<file path="src/rtl/co2_sensor_pkg.sv">
// Shared types and constants for the CO2 sensor front-end: reader FSM states,
// frame geometry and the inverted-byte checksum test.
package co2_sensor_pkg;

  localparam int FRAME_BITS = 16;
  localparam int DATA_BITS  = 8;

  typedef enum logic [2:0] {
    IDLE,
    WAIT,
    CS_SETUP,
    SHIFT,
    CS_HOLD,
    CHECK
  } reader_state_t;

  function automatic logic frame_good(input logic [DATA_BITS-1:0] d,
                                      input logic [DATA_BITS-1:0] c);
    return c == ~d;
  endfunction

endpackage

</file>
<file path="src/rtl/co2_serial_shifter.sv">
// SCLK generator and MSB-first shift-in register. A start pulse launches 16
// SCLK periods (low phase first); done flags the cycle before SCLK's final fall.
module co2_serial_shifter
  import co2_sensor_pkg::*;
#(
  parameter int CLK_DIV = 4
) (
  input  logic                  clk,
  input  logic                  reset_n,
  input  logic                  start,
  input  logic                  abort,
  input  logic                  miso,
  output logic                  sclk,
  output logic                  done,
  output logic [FRAME_BITS-1:0] frame
);

  localparam int DIV_W = $clog2(CLK_DIV);
  localparam int BIT_W = $clog2(FRAME_BITS);

  logic             busy;
  logic [DIV_W-1:0] div_cnt;
  logic [BIT_W-1:0] bit_cnt;
  logic             phase_end;

  assign phase_end = busy && (div_cnt == DIV_W'(CLK_DIV - 1));
  assign done      = phase_end && sclk && (bit_cnt == BIT_W'(FRAME_BITS - 1));

  always_ff @(posedge clk or negedge reset_n) begin
    if (!reset_n) begin
      busy    <= 1'b0;
      sclk    <= 1'b0;
      div_cnt <= '0;
      bit_cnt <= '0;
    end else if (abort) begin
      busy    <= 1'b0;
      sclk    <= 1'b0;
      div_cnt <= '0;
      bit_cnt <= '0;
    end else if (start) begin
      busy    <= 1'b1;
      sclk    <= 1'b0;
      div_cnt <= '0;
      bit_cnt <= '0;
    end else if (busy) begin
      if (phase_end) begin
        div_cnt <= '0;
        sclk    <= ~sclk;
        if (sclk) begin
          bit_cnt <= bit_cnt + 1'b1;
          if (done) busy <= 1'b0;
        end
      end else begin
        div_cnt <= div_cnt + 1'b1;
      end
    end
  end

  // miso is captured on the same edge that drives SCLK high
  always_ff @(posedge clk) begin
    if (phase_end && !sclk && !abort)
      frame <= {frame[FRAME_BITS-2:0], miso};
  end

endmodule

</file>
<file path="src/rtl/co2_sensor_reader.sv">
// CO2 sensor reader: periodic frame FSM, drift-free period counter,
// checksum validation, 2^AVG_LOG2 averaging and consecutive-bad-frame fault.
module co2_sensor_reader
  import co2_sensor_pkg::*;
#(
  parameter int CLK_DIV       = 4,
  parameter int SAMPLE_PERIOD = 1000,
  parameter int AVG_LOG2      = 2,
  parameter int FAULT_LIMIT   = 3
) (
  input  logic                 clk,
  input  logic                 reset_n,
  input  logic                 enable,
  input  logic                 sensor_miso,
  output logic                 sensor_cs_n,
  output logic                 sensor_sclk,
  output logic [DATA_BITS-1:0] CO2_level,
  output logic                 level_valid,
  output logic                 sensor_fault
);

  localparam int PH_W  = $clog2(CLK_DIV + 1);
  localparam int PER_W = $clog2(SAMPLE_PERIOD + 1);
  localparam int ACC_W = DATA_BITS + AVG_LOG2;
  localparam int SMP_W = AVG_LOG2 + 1;
  localparam int BAD_W = $clog2(FAULT_LIMIT + 1);

  reader_state_t          state, next_state;
  logic [PH_W-1:0]        phase;
  logic [PER_W-1:0]       period;
  logic [ACC_W-1:0]       acc;
  logic [SMP_W-1:0]       smp_cnt;
  logic [BAD_W-1:0]       bad_cnt;
  logic                   start, abort, shift_done, cs_n_d;
  logic [FRAME_BITS-1:0]  frame;
  logic [DATA_BITS-1:0]   frame_d, frame_c;
  logic [ACC_W-1:0]       acc_sum;

  function automatic logic [BAD_W-1:0] sat_inc(input logic [BAD_W-1:0] v);
    return (v == BAD_W'(FAULT_LIMIT)) ? v : v + 1'b1;
  endfunction

  function automatic logic [DATA_BITS-1:0] avg_trunc(input logic [ACC_W-1:0] s);
    return DATA_BITS'(s >> AVG_LOG2);
  endfunction

  assign frame_d = frame[FRAME_BITS-1 -: DATA_BITS];
  assign frame_c = frame[DATA_BITS-1:0];
  assign acc_sum = acc + ACC_W'(frame_d);

  co2_serial_shifter #(.CLK_DIV(CLK_DIV)) u_shifter (
    .clk     (clk),
    .reset_n (reset_n),
    .start   (start),
    .abort   (abort),
    .miso    (sensor_miso),
    .sclk    (sensor_sclk),
    .done    (shift_done),
    .frame   (frame)
  );

  always_comb begin
    next_state = state;
    start      = 1'b0;
    abort      = 1'b0;
    cs_n_d     = 1'b1;
    unique case (state)
      IDLE:     if (enable) next_state = CS_SETUP;
      WAIT: begin
        if (!enable) next_state = IDLE;
        else if (period == PER_W'(SAMPLE_PERIOD - 1)) next_state = CS_SETUP;
      end
      CS_SETUP: begin
        if (!enable) begin
          next_state = IDLE;
          abort      = 1'b1;
        end else if (phase == PH_W'(CLK_DIV - 1)) begin
          next_state = SHIFT;
          start      = 1'b1;
        end
      end
      SHIFT: begin
        if (!enable) begin
          next_state = IDLE;
          abort      = 1'b1;
        end else if (shift_done) begin
          next_state = CS_HOLD;
        end
      end
      CS_HOLD: begin
        if (!enable) begin
          next_state = IDLE;
          abort      = 1'b1;
        end else if (phase == PH_W'(CLK_DIV)) begin
          next_state = CHECK;
        end
      end
      CHECK: begin
        // at the minimum period the next frame starts straight from CHECK
        if (enable && period == PER_W'(SAMPLE_PERIOD - 1)) next_state = CS_SETUP;
        else next_state = WAIT;
      end
      default:  next_state = IDLE;
    endcase
    // CS_HOLD keeps cs_n low for CLK_DIV cycles, then one cycle high before CHECK
    unique case (next_state)
      CS_SETUP, SHIFT: cs_n_d = 1'b0;
      CS_HOLD:         cs_n_d = (state == CS_HOLD) && (phase >= PH_W'(CLK_DIV - 1));
      default:         cs_n_d = 1'b1;
    endcase
  end

  always_ff @(posedge clk or negedge reset_n) begin
    if (!reset_n) begin
      state       <= IDLE;
      phase       <= '0;
      period      <= '0;
      sensor_cs_n <= 1'b1;
    end else begin
      state       <= next_state;
      sensor_cs_n <= cs_n_d;
      phase       <= (next_state != state) ? '0 : phase + 1'b1;
      period      <= (next_state == CS_SETUP && state != CS_SETUP) ? '0 : period + 1'b1;
    end
  end

  always_ff @(posedge clk or negedge reset_n) begin
    if (!reset_n) begin
      acc          <= '0;
      smp_cnt      <= '0;
      bad_cnt      <= '0;
      CO2_level    <= '0;
      level_valid  <= 1'b0;
      sensor_fault <= 1'b0;
    end else begin
      level_valid <= 1'b0;
      if (state == CHECK) begin
        if (frame_good(frame_d, frame_c)) begin
          bad_cnt      <= '0;
          sensor_fault <= 1'b0;
          if (smp_cnt == SMP_W'((1 << AVG_LOG2) - 1)) begin
            CO2_level   <= avg_trunc(acc_sum);
            level_valid <= 1'b1;
            acc         <= '0;
            smp_cnt     <= '0;
          end else begin
            acc     <= acc_sum;
            smp_cnt <= smp_cnt + 1'b1;
          end
        end else begin
          bad_cnt <= sat_inc(bad_cnt);
          if (sat_inc(bad_cnt) == BAD_W'(FAULT_LIMIT)) sensor_fault <= 1'b1;
        end
      end
    end
  end

endmodule
</file>
<file path="config.mk">
export PLATFORM = sky130hd
export DESIGN_NAME = co2_sensor_reader
export DESIGN_NICKNAME = d
export VERILOG_FILES = /design/src/rtl/co2_sensor_pkg.sv /design/src/rtl/co2_serial_shifter.sv /design/src/rtl/co2_sensor_reader.sv
export SDC_FILE = /design/constraint.sdc
export NUM_CORES = 1
export LEC_CHECK = 0
export CORE_AREA = 5 5 112 61
export CTS_BUF_LIST = sky130_fd_sc_hd__clkbuf_4 sky130_fd_sc_hd__clkbuf_8
export CTS_CLUSTER_SIZE = 20
export DETAILED_ROUTE_END_ITERATION = 12
export DIE_AREA = 0 0 117 66
export PLACE_DENSITY = 0.78
export SLEW_MARGIN = 20
export SYNTH_ARGS = -nofsm -noshare
export SYNTH_HDL_FRONTEND = slang
export SYNTH_HIERARCHICAL = 1
export SYNTH_SLANG_ARGS = --single-unit
export TNS_END_PERCENT = 30
</file>
<file path="constraint.sdc">
create_clock -name clk -period 3.39 [get_ports clk]
set_input_delay 0.5085 -clock clk [delete_from_list [all_inputs] [get_ports clk]]
set_output_delay 0.5085 -clock clk [all_outputs]
set_load 0.01 [all_outputs]
</file>
======== Word-level counts from Yosys, hierarchy flattened ========
Cells that the tools add are included.
word-level totals
  bits of input ports ..................... 4
  word-level logic and storage cells ...... 113
  bits in registers ....................... 66
  output and inout bits ................... 12
cells by class
  bitwise gates (word level) .............. 2
  add/sub/neg operators ................... 7
  magnitude comparators ................... 1
  reduce and logical (&&, ||, !) cells .... 22
  equality and inequality tests ........... 19
  muxes and demuxes ....................... 47
operator list
  operator                                                                              count
  3-bit 2-to-1 mux                                                                      11
  1-bit 2-to-1 mux                                                                      20
  10-bit 2-to-1 mux                                                                     2
  4-bit 2-to-1 mux                                                                      5
  3-bit by 2-bit equality test with 1-bit output (second input constant)                6
  3-bit one-hot mux with 6 select lines                                                 1
  2-bit 2-to-1 mux                                                                      7
  3-bit equality test (second input constant)                                           4
  10-bit by 1-bit adder with 10-bit output (second input constant)                      1
  10-bit by 8-bit adder with 10-bit output                                              1
  10-bit equality test (second input constant)                                          1
  3-bit nonzero test                                                                    3
  8-bit equality test                                                                   1
  1-bit logical AND                                                                     8
  8-bit inverter                                                                        1
  3-bit by 1-bit adder with 3-bit output (second input constant)                        2
  2-bit equality test (second input constant)                                           3
  2-bit AND reduction                                                                   3
  3-bit AND reduction                                                                   2
  2-bit by 1-bit adder with 2-bit output (second input constant)                        2
  4-bit by 1-bit adder with 4-bit output (second input constant)                        1
  4-bit equality test (second input constant)                                           1
  3-bit by 1-bit equality test with 1-bit output (second input constant)                1
  3-bit by 2-bit greater-or-equal comparator with 1-bit output (second input constant)  1
  9 further kinds                                                                       10

======== Depth between registers and ports, before layout ========
  depth after elaboration ................. 10
  depth in mapped cells ................... 8
  mapped depth without buffers ............ 8

======== Cells and area by module ========
Netlist, hierarchy kept.
modules (own cells, without submodules)
  module              sequential area each (µm²)  instances  area each (µm²)  cells an instance
  co2_sensor_reader   1052.3                      1          2452.4           245
  co2_serial_shifter  680.7                       1          882.1            55

======== Least setup slack after synthesis ========
No wires, ideal clock.
  path type ............................... input -> register
  from .................................... input enable
  to ...................................... register u_shifter.frame[0] (enable)
  slack ................................... 0.988 ns
  stages on the path ...................... 3
  data arrival time ....................... 1.993 ns
  data required time ...................... 2.981 ns
  cell sequence ........................... clkbuf_1 a21oi_1 nor3_1
on the way
  cells in the longest elaborated chain, start to end .. 4
RTL lines
  what                  RTL line                                                                   source
  start, declared       co2_sensor_reader.sv:13                                                    input logic enable,
  1-bit 2-to-1 mux      co2_sensor_reader.sv:74, co2_sensor_reader.sv:83, co2_sensor_reader.sv:91
  1-bit 2-to-1 mux      --
  named net abort       co2_sensor_reader.sv:34                                                    logic start, abort, shift_done, cs_n_d;
  1-bit zero test       co2_serial_shifter.sv:61                                                   if (phase_end && !sclk && !abort)
  1-bit logical AND     co2_serial_shifter.sv:61
  end signal, assigned  co2_serial_shifter.sv:62                                                   frame <= {frame[FRAME_BITS-2:0], miso};
  end, declared         co2_serial_shifter.sv:15                                                   output logic [FRAME_BITS-1:0] frame
The timed path passes the listed nets, and every way through them passes these cells.
A chain may end at the register's enable or synchronous reset.

======== Final worst setup path ========
  from .................................... register u_shifter.frame[8]
  to ...................................... register acc[8]
on the way
  cells in the longest elaborated chain, start to end .. 3
RTL lines
  what                                                                              RTL line                  source
  branches (longest 3 deep; another with 10-bit by 8-bit adder with 10-bit output)  --
  end signal, assigned                                                              co2_sensor_reader.sv:147  acc <= acc_sum;
  end, declared                                                                     co2_sensor_reader.sv:31   logic [ACC_W-1:0] acc;
Parallel ways; which one is timed is not known.

==> results.ini <==
[logic_synthesis]
synth_edf_count=16
ys_types=62
synthArstFlopShare=0.7576
ys.flop_type=dfrtp_1
avgSynthCellArea_um2=11.11
yosysSeqAreaShare=0.5197
postSynthCellCount=300
synthesis.area_mm2=0.003334
ys.warnings.count=6
yosys_register_bits=66
synth_fp_nets=320

[timing]
post-route-period-util=0.6577
slew_viol_final=0
holdWs_ns=0.2628
setup_viol=0
max_freq_mhz=448.5
hold_viol=0
fin_tns_setup_ns=0
slew-limit-headroom=0.4245
setup_ws_ns=1.161
clock_skew_ns=0.004935
layout_min_cycle_time_ns=2.229
tightest_slew_ns=0.8633
grt_setup_unrepaired=no

[placed_design]
hpwl_mm=4.663
io_buffers=15
gp_congestion=0.8004
post-place-ws_ns=1.194
placed_area_mm2=0.003570

[setup_path]
critPathMaxFanout=4
cp_slowest_cell=or4_1
cp.required_ns=3.67
crit_chain=ha_1, inv_1, fa_1, nor2b_1, o31a_1, o22ai_1, or4_1, o21ai_0
path_class=reg2reg
cp_slowest_stage_delay_ns=0.43
cp-start-kind=flip-flop
crit_arrival_ns=2.51
end_kind=flip-flop

[finish]
nFillCells=451
diodes=0
drive_above_1_share=0.1284
nets=342
final_area_mm2=0.003787
syn2layout_area_growth_pct=13.58

[cts]
clkTransAtPathRegs_ns=0.07
cts_made_buffers=9
cts_tree=yes
post_cts_buffers=0
clock-root-buffer=clkbuf_8
hold_buffers=0
clockBufferDepth=2
htree_levels=3
cts_resized=0
insertion_delay_ns=0.35
clkSinkCount=66

[route]
vias_per_cell=5.609
drc=0
drt-total-wl_mm=6.495
drt-pass1-iter-count=4
wl_per_cell_um=16.08
drtIter0Drc=123
vias=2266
ant_nets=0

[die]
die_w_um=117
rows=20
io_pins=16
die_area_mm2=0.007722
coreArea_mm2=0.005806
initial_core_util=0.5744
dieHeight_um=66

[global_routing]
antenna_found_initial=0
grt_max_degree=41
grt_pass1_wl_mm=10.96
grt-ovfl-total=0
grt_pass1_vias=2187
grt_usage=0.1930

[flow_run]
max_cap_violations=0

[power]
power.leakage_uw=0.001689
p_per_area_mw_per_mm2=469.7
ir_drop_v=0.0003895

[run_status]
status=completed

[hold_path]
hold_class=in2async

-- power breakdown --
part	switching (uW)	internal (uW)	leakage (uW)
sequential	43.6	854	0.000829
clock	301	428	0.000116
combinational	82.9	68.2	0.000745
-- metal layers --
metal | up-vias | GRT usage | wire, um | share of wire
met1 | 1086 | 0.2914 | 3398 | 0.52
met4 | 0 | 0.06867 | 72 | 0.011
li1 | 1115 | - | - | -
met3 | 8 | 0.07587 | 447 | 0.069
met5 | - | 0 | 0 | 0
met2 | 57 | 0.2458 | 2577 | 0.40
-- cells in the mapped netlist (all sizes together), types with 2 or more instances --
master    n  share of area
xnor2    16          0.042
o31a      2         0.0053
inv      14          0.016
mux2      8          0.027
a22o      3         0.0079
o2bb2ai   2         0.0053
o21bai    3         0.0068
nand2b    5         0.0094
dfrtp    49           0.37
nor2     35          0.039
or3b      2         0.0053
o21a      3         0.0068
a2111oi   2          0.013
nor2b     5         0.0094
a21oi    14          0.021
nand3     7          0.016
nand4     6          0.015
and3      3         0.0056
and2      3         0.0064
clkbuf    3         0.0034
ha       15          0.056
mux2i     3         0.0090
xor2      8          0.021
o211ai    2         0.0045
or3       2         0.0038
edfxtp   16           0.14
nand2    18          0.020
o21ai    19          0.030
or4       2         0.0045
buf       4         0.0068
nor3      4         0.0060
-- critical path: cells and delay by family (launching register included) --
| family | cells | cell delay [ns] |
|---|---|---|
| simple gates | 2 | 0.59 |
| fa+ha+maj | 2 | 0.63 |
| flops | 1 | 0.39 |
| buf+inv | 1 | 0.07 |
| compound gates | 3 | 0.49 |
-- metrics by stage --
stage | utilization | cells | total power (uW)
6_report | 0.6524 | 404 | 1779
5_1_grt | 0.6524 | 404 | 1868
4_1_cts | 0.6524 | 404 | 1799
3_5_place_dp | 0.6149 | 388 | 1065
3_3_place_gp | 0.6149 | 388 | 1058
2_1_floorplan | - | 300 | 1013
-- final timing paths --
path | cells past startpoint | start | to | slack (ns)
max in group asynchronous | 2 | reset_n | CO2_level[4] | 2.44
setup / recovery | 8 | u_shifter/frame[8] | acc[8] | 1.16
hold / removal | 1 | reset_n | period[5] | 0.26
min in group clk | 1 | phase[0] | phase[0] | 0.47
hold reg to reg | 1 | phase[0] | phase[0] | 0.47
setup reg to reg | 8 | u_shifter/frame[8] | acc[8] | 1.16
-- state kept, by name, summed over array words and instances, names as in the netlist --
register and flops:
u_shifter/frame 16, acc 10, period 10, CO2_level 8, u_shifter/bit_cnt 4, phase 3
smp_cnt 3, state 3, bad_cnt 2, u_shifter/div_cnt 2, level_valid 1, sensor_cs_n 1
sensor_fault 1, u_shifter/busy 1, u_shifter/sclk 1
-- cells by family (layout without fill, tap and decap cells) --
family,Yosys count,after routing,synth area share
compound gates,61,61,0.1272
buf+inv,21,48,0.02589
flops,66,66,0.5197
fa+ha+maj,16,16,0.06229
xor+xnor,24,24,0.06304
mux,11,11,0.03602
simple gates,101,101,0.1659
-- cells in the final DEF, fill, tap and decap left out, types with 3 or more instances in the layout --
| cell type | n |
|---|---|
| xor2_1 | 8 |
| inv_1 | 14 |
| edfxtp_1 | 16 |
| nand4_1 | 4 |
| clkbuf_8 | 10 |
| o21ai_0 | 17 |
| nor2b_1 | 5 |
| a21oi_1 | 14 |
| a22o_1 | 3 |
| nor3_1 | 3 |
| o21a_1 | 3 |
| mux2i_1 | 3 |
| clkinv_2 | 4 |
| o21bai_1 | 3 |
| buf_4 | 3 |
| ha_1 | 15 |
| and3_1 | 3 |
| mux2_2 | 8 |
| clkdlybuf4s50_1 | 14 |
| nand3_1 | 5 |
| nor2_1 | 35 |
| xnor2_1 | 16 |
| nand2_1 | 18 |
| nand2b_1 | 5 |
| dfrtp_1 | 49 |
-- layout make-up --
type / count / area (um^2) / share of cell area
clock buffer: 10 / 137.6 / 0.03634
clock inverter: 6 / 80.08 / 0.02114
inverter: 14 / 52.55 / 0.01388
multi-input combinational: 213 / 1520 / 0.4014
sequential: 66 / 1733 / 0.4575
tap: 77 / 96.34 / 0.02544
timing repair buffer: 18 / 167.7 / 0.04427
(Power assumes the default switching activity.)
